--- src/rtl/updown_counter_pkg.sv ---
// Shared constants and helpers for the generic up/down counter.
package updown_counter_pkg;

  localparam int MODE_WRAP = 0;
  localparam int MODE_SAT  = 1;

  // Loaded values above the modulus limit are pulled down to the limit.
  function automatic logic [31:0] clamp_load(input logic [31:0] val, input logic [31:0] max_val);
    return (val > max_val) ? max_val : val;
  endfunction

endpackage

--- src/rtl/updown_prescaler.sv ---
// Counts enabled cycles 0..PRESCALE-1 and ticks on the last one.
// Only built when UPDOWN_PRESCALE_EN is defined.
`ifdef UPDOWN_PRESCALE_EN
module updown_prescaler #(
  parameter int PRESCALE = 4
) (
  input  logic clk,
  input  logic reset,
  input  logic en,
  input  logic clr,
  output logic tick
);

  localparam int CW = (PRESCALE > 1) ? $clog2(PRESCALE) : 1;
  localparam logic [CW-1:0] LAST = CW'(PRESCALE - 1);

  logic [CW-1:0] cnt_reg;

  assign tick = en & (cnt_reg == LAST);

  always_ff @(posedge clk or posedge reset) begin
    if (reset) begin
      cnt_reg <= '0;
    end else if (clr) begin
      cnt_reg <= '0;
    end else if (en) begin
      cnt_reg <= tick ? '0 : cnt_reg + 1'b1;
    end
  end

endmodule
`endif

--- src/rtl/updown_counter_gen.sv ---
// Parametrised up/down counter with modulus, wrap/saturate, load, tc pulse and
// sticky ovf/udf flags. Define UPDOWN_PRESCALE_EN to step only every PRESCALE enables.
module updown_counter_gen
  import updown_counter_pkg::*;
#(
  parameter int WIDTH    = 4,
  parameter int MAX_VAL  = 2**WIDTH - 1,
  parameter int SATURATE = 0,
  parameter int PRESCALE = 4
) (
  input  logic             clk,
  input  logic             reset,
  input  logic             en,
  input  logic             up_down,
  input  logic             load,
  input  logic [WIDTH-1:0] load_val,
  input  logic             clr_flags,
  output logic [WIDTH-1:0] count,
  output logic             tc,
  output logic             ovf,
  output logic             udf
);

  localparam logic [WIDTH-1:0] MAX_W = WIDTH'(MAX_VAL);

  if (WIDTH < 2 || PRESCALE < 1 || MAX_VAL < 0 || MAX_VAL > 2**WIDTH - 1) begin : g_bad_param
    $error("updown_counter_gen: illegal WIDTH/MAX_VAL/PRESCALE combination");
  end

  logic [WIDTH-1:0] count_reg, count_next;
  logic             tc_reg, tc_next;
  logic             ovf_reg, udf_reg;
  logic             ovf_set, udf_set;
  logic             step;

`ifdef UPDOWN_PRESCALE_EN
  logic tick;

  // Load also restarts the prescale phase.
  updown_prescaler #(
    .PRESCALE(PRESCALE)
  ) u_prescaler (
    .clk  (clk),
    .reset(reset),
    .en   (en),
    .clr  (load),
    .tick (tick)
  );

  assign step = tick & ~load;
`else
  assign step = en & ~load;
`endif

  always_comb begin
    count_next = count_reg;
    tc_next    = 1'b0;
    ovf_set    = 1'b0;
    udf_set    = 1'b0;
    if (load) begin
      count_next = WIDTH'(clamp_load(32'(load_val), 32'(MAX_VAL)));
    end else if (step) begin
      if (up_down) begin
        if (count_reg == MAX_W) begin
          tc_next    = 1'b1;
          ovf_set    = 1'b1;
          count_next = (SATURATE == MODE_WRAP) ? '0 : MAX_W;
        end else begin
          count_next = count_reg + 1'b1;
        end
      end else begin
        if (count_reg == '0) begin
          tc_next    = 1'b1;
          udf_set    = 1'b1;
          count_next = (SATURATE == MODE_WRAP) ? MAX_W : '0;
        end else begin
          count_next = count_reg - 1'b1;
        end
      end
    end
  end

  // A new limit event outranks a same-cycle flag clear.
  always_ff @(posedge clk or posedge reset) begin
    if (reset) begin
      count_reg <= '0;
      tc_reg    <= 1'b0;
      ovf_reg   <= 1'b0;
      udf_reg   <= 1'b0;
    end else begin
      count_reg <= count_next;
      tc_reg    <= tc_next;
      ovf_reg   <= ovf_set | (ovf_reg & ~clr_flags);
      udf_reg   <= udf_set | (udf_reg & ~clr_flags);
    end
  end

  assign count = count_reg;
  assign tc    = tc_reg;
  assign ovf   = ovf_reg;
  assign udf   = udf_reg;

endmodule

--- config.mk ---
export PLATFORM = sky130hd
export DESIGN_NAME = updown_counter_gen
export DESIGN_NICKNAME = d
export VERILOG_FILES = /design/src/rtl/updown_counter_pkg.sv /design/src/rtl/updown_prescaler.sv /design/src/rtl/updown_counter_gen.sv
export SDC_FILE = /design/constraint.sdc
export NUM_CORES = 1
export LEC_CHECK = 0
export ABC_AREA = 1
export BUFFER_PORTS_ARGS = -buffer_cell sky130_fd_sc_hd__buf_2
export CORE_AREA = 4 4 44 46
export CTS_CLUSTER_SIZE = 8
export DETAILED_ROUTE_END_ITERATION = 10
export DIE_AREA = 0 0 48 50
export PLACE_DENSITY = 0.59
export SLEW_MARGIN = 40
export SYNTH_ARGS = -nofsm -noshare
export SYNTH_HDL_FRONTEND = slang
export SYNTH_SLANG_ARGS = --single-unit
--- constraint.sdc ---
create_clock -name clk -period 2.05 [get_ports clk]
set_clock_uncertainty 0.2 [all_clocks]
set_input_delay 0.615 -clock clk [delete_from_list [all_inputs] [get_ports clk]]
set_output_delay 0.615 -clock clk [all_outputs]
set_load 0.01 [all_outputs]
==> flow_summary.html <==
<table>
<tr><th>Metric</th><th>Value</th></tr>
<tr><th colspan="2">Status</th></tr>
<tr><td>Outcome</td><td>finished, final reports clean</td></tr>
<tr><th colspan="2">Pwr</th></tr>
<tr><td>P_sw</td><td>124 µW</td></tr>
<tr><td>Total power</td><td>391 µW</td></tr>
<tr><td>Sw Ratio</td><td>31.8%</td></tr>
<tr><td>Share of total power in the clock network</td><td>31.2%</td></tr>
<tr><td>Maximum vdd drop</td><td>0.442 mV</td></tr>
<tr><td>Sequential fraction of design power</td><td>43.5%</td></tr>
<tr><td>Combinational fraction of design power</td><td>25.3%</td></tr>
<tr><td>Int Power</td><td>267 µW</td></tr>
<tr><td>Power density of the placed cells</td><td>682 nW/µm²</td></tr>
<tr><td>Leakage power figure</td><td>0.000337 µW</td></tr>
<tr><th colspan="2">Job</th></tr>
<tr><td>Number of max-cap violations</td><td>0</td></tr>
<tr><th colspan="2">Setup path</th></tr>
<tr><td>Crit-path cells</td><td>buf_2</td></tr>
<tr><td>Critical path startpoint category</td><td>register</td></tr>
<tr><td>Combined buffer and inverter count along the critical path</td><td>1</td></tr>
<tr><td>Slowest stage cell, crit path</td><td>sky130_fd_sc_hd__dfrtp_1</td></tr>
<tr><td>WP data arrival</td><td>0.94 ns</td></tr>
<tr><td>Timing startpoint of the critical path</td><td>count[2]</td></tr>
<tr><td>Class of the most critical setup path</td><td>register to primary output</td></tr>
<tr><td>CP Data Required Time</td><td>1.23 ns</td></tr>
<tr><td>Max stage delay on crit path</td><td>0.50 ns</td></tr>
<tr><td>Peak fanout along the critical path</td><td>8</td></tr>
<tr><td>FF-to-FF Start</td><td>count[0]</td></tr>
<tr><td>Endpoint type of the worst setup path</td><td>primary output</td></tr>
<tr><td>Delay-heaviest family, CP</td><td>flip-flops</td></tr>
<tr><th colspan="2">Clock network</th></tr>
<tr><td>Number of gates resized after cts</td><td>0</td></tr>
<tr><td>Clock tree from TritonCTS</td><td>built</td></tr>
<tr><td>CTS Buf Count</td><td>3</td></tr>
<tr><td>Clock sinks</td><td>7</td></tr>
<tr><td>H-Tree Level Count</td><td>1</td></tr>
<tr><td>Root buffer cell</td><td>sky130_fd_sc_hd__clkbuf_4</td></tr>
<tr><td>Largest buffer count on any clock path</td><td>2</td></tr>
<tr><td>Count of buffers added by post-CTS timing repair for setup</td><td>0</td></tr>
<tr><td>Later-pin clock latency in the skew report</td><td>0.25 ns</td></tr>
<tr><td>Number of hold buffers added after cts</td><td>0</td></tr>
<tr><td>Clock-pin slew on the worst setup and hold paths</td><td>0.05 ns</td></tr>
<tr><th colspan="2">Routing</th></tr>
<tr><td>Antenna Violating Nets Remaining</td><td>0</td></tr>
<tr><td>Iteration-0 DRC Markers</td><td>6</td></tr>
<tr><td>WL final</td><td>1000 µm</td></tr>
<tr><td>Final routed wire length divided by cell count</td><td>10.4 µm</td></tr>
<tr><td>Number of design rule violations left after detail routing</td><td>0</td></tr>
<tr><td>Avg Vias per Cell</td><td>4.57</td></tr>
<tr><td>DRT Pass-1 Iters</td><td>4</td></tr>
<tr><td>DR vias</td><td>439</td></tr>
<tr><th colspan="2">Layout</th></tr>
<tr><td>P&amp;R area growth vs syn</td><td>26.2%</td></tr>
<tr><td>Final net count</td><td>93</td></tr>
<tr><td>Number of fillers in the final layout</td><td>155</td></tr>
<tr><td>ANT cells</td><td>0</td></tr>
<tr><td>Final instance area</td><td>573 µm²</td></tr>
<tr><td>Flip-flop count of the largest register after layout</td><td>4</td></tr>
<tr><td>Share of cells above drive strength 1</td><td>26.3%</td></tr>
<tr><th colspan="2">Global routing</th></tr>
<tr><td>Largest net degree at the start of global routing</td><td>9</td></tr>
<tr><td>Vias in the first global route</td><td>397</td></tr>
<tr><td>Total routing resource utilization after global routing</td><td>9.68%</td></tr>
<tr><td>Overflow after GRT</td><td>0</td></tr>
<tr><td>Global-route wire length before repair</td><td>1670 µm</td></tr>
<tr><td>Initial antenna violation count</td><td>0</td></tr>
<tr><th colspan="2">Timing</th></tr>
<tr><td>Pin slew with the least headroom to its limit</td><td>0.280 ns</td></tr>
<tr><td>FMAX</td><td>571 MHz</td></tr>
<tr><td>Period utilisation layout</td><td>85.4%</td></tr>
<tr><td>Hold Fails Final Rpt</td><td>0</td></tr>
<tr><td>Unrepaired setup endpoints after global routing</td><td>no</td></tr>
<tr><td>Final setup violating endpoints</td><td>0</td></tr>
<tr><td>Worst slew margin relative to its limit</td><td>81.3%</td></tr>
<tr><td>Final critical delay including setup and external delays</td><td>1.75 ns</td></tr>
<tr><td>Pins Over Slew Limit</td><td>0</td></tr>
<tr><td>Total negative slack for setup checks</td><td>0 ns</td></tr>
<tr><th colspan="2">Place</th></tr>
<tr><td># port buffers</td><td>16</td></tr>
<tr><td>Final Wtd Congestion</td><td>0.765</td></tr>
<tr><td>Placed wire-length estimate after detailed placement</td><td>810 µm</td></tr>
<tr><td>Placed Area</td><td>547 µm²</td></tr>
<tr><th colspan="2">Logic synthesis</th></tr>
<tr><td>Register bit count reported by yosys</td><td>7</td></tr>
<tr><td>Largest area contributor in the netlist</td><td>sky130_fd_sc_hd__dfrtp_1</td></tr>
<tr><td>Warnings from Yosys</td><td>0</td></tr>
<tr><td>Dominant combinational cell family by area after synthesis</td><td>simple AND/OR/NAND/NOR gates</td></tr>
<tr><td>Synth top area cells</td><td>sky130_fd_sc_hd__dfrtp_1, sky130_fd_sc_hd__nand2_1, sky130_fd_sc_hd__inv_1, sky130_fd_sc_hd__nand3_1, sky130_fd_sc_hd__ha_1</td></tr>
<tr><td>Compound-Gate Fraction of Synth Area</td><td>11.0%</td></tr>
<tr><td>Post-Synth XOR/XNOR Area</td><td>3.86%</td></tr>
<tr><td>Synthesized instance count</td><td>61</td></tr>
<tr><td>Number of distinct library cell variants in the gate-level netlist after synthesis</td><td>17</td></tr>
<tr><td>Combined area of all synthesized cells</td><td>454 µm²</td></tr>
<tr><td>Mean area per synthesized cell</td><td>7.45 µm²</td></tr>
<tr><td>Simple-Gate Fraction of Synth Area</td><td>29.5%</td></tr>
<tr><td>Share of Yosys cell area claimed by the top area cell type</td><td>38.6%</td></tr>
<tr><td>Multiplexer share of the synthesized area</td><td>0%</td></tr>
<tr><td>Share of synthesized area occupied by flip-flops and latches</td><td>38.6%</td></tr>
<tr><td>Net count of the mapped netlist</td><td>73</td></tr>
<tr><td>Post-synthesis share of cell area spent on full adders, half adders and majority gates</td><td>5.51%</td></tr>
<tr><th colspan="2">Floorplan</th></tr>
<tr><td>Height of the chip</td><td>50 µm</td></tr>
<tr><td>Die W</td><td>48 µm</td></tr>
<tr><td>Effective utilization at floorplan</td><td>30.1%</td></tr>
<tr><td>Number of I/O pins</td><td>17</td></tr>
<tr><td>Cell Rows</td><td>14</td></tr>
<tr><td>Core area</td><td>1510 µm²</td></tr>
<tr><td>DIE AREA</td><td>2400 µm²</td></tr>
<tr><th colspan="2">Hold path</th></tr>
<tr><td>Type of the worst min-delay path</td><td>input port to asynchronous set/reset pin</td></tr>
</table>
cell usage in the layout, fill, tap and decap left out, drive strengths merged:
| cell | count |
|---|---|
| a21oi | 1 |
| a22oi | 2 |
| buf | 16 |
| clkbuf | 4 |
| dfrtp | 7 |
| ha | 2 |
| inv | 12 |
| nand2 | 17 |
| nand3 | 7 |
| nand4 | 3 |
| nor2 | 1 |
| o211ai | 1 |
| o21ai | 2 |
| o221ai | 1 |
| or2 | 2 |
| xor2 | 2 |
logic make-up after synthesis:
| group | count (synthesis) |
|---|---|
| flops | 7 |
| fa+ha+maj | 2 |
| xor+xnor | 2 |
| compound gates | 7 |
| simple gates | 30 |
| buf+inv | 13 |
power groups by stage:
stage | Combinational (µW) | Sequential (µW) | Clock (µW)
2_1_floorplan | 67.7 | 170 | 0
3_3_place_gp | 98.8 | 171 | 0
3_5_place_dp | 99.1 | 172 | 0
4_1_cts | 99.7 | 169 | 131
5_1_grt | 113 | 172 | 139
6_report | 98.8 | 170 | 122
worst paths after layout:
path / cells past startpoint / slack [ns] / to
min: 2 / 0.09 / udf
max reg2reg: 8 / 0.57 / count[3]
max: 1 / 0.30 / count[2]
min in group clk: 2 / 0.31 / udf
min reg2reg: 2 / 0.31 / udf
max in group asynchronous: 2 / 1.34 / ovf
Yosys cell counts, drive strengths merged:
master	count
nand2	17
nand3	7
ha	2
nand4	3
dfrtp	7
inv	12
o21ai	2
buf	1
nor2	1
or2	2
o211ai	1
o221ai	1
a22oi	2
xor2	2
a21oi	1
per-stage QoR:
stage / util [%] / worst slack, ns / instances / hold slack (ns)
after floorplan: - / 0.596 / 61 / 0.218
after CTS: 38.0 / 0.289 / 96 / 0.0951
after detailed placement: 36.3 / 0.515 / 92 / 0.306
final: 38.0 / 0.299 / 96 / 0.0886
after global routing: 38.0 / 0.240 / 96 / 0.113
after global placement: 36.3 / 0.526 / 92 / 0.298
cell type report:
class / instances / area, µm² / area share (%)
Multi-Input combinational cell: 41 / 226 / 39.5
Sequential cell: 7 / 175 / 30.6
Timing Repair Buffer: 16 / 80.1 / 14.0
Inverter: 12 / 45.0 / 7.86
Clock buffer: 4 / 26.3 / 4.59
Tap cell: 16 / 20.0 / 3.49
layer usage:
layer | wire, µm | vias up | GRT usage [%]
li1 | - | 237 | -
met3 | 60 | 2 | 4.73
met5 | 0 | - | 0
met4 | 14 | 0 | 2.69
met1 | 482 | 185 | 13.9
met2 | 442 | 15 | 12.6
Power figures use the tool's default switching activity.
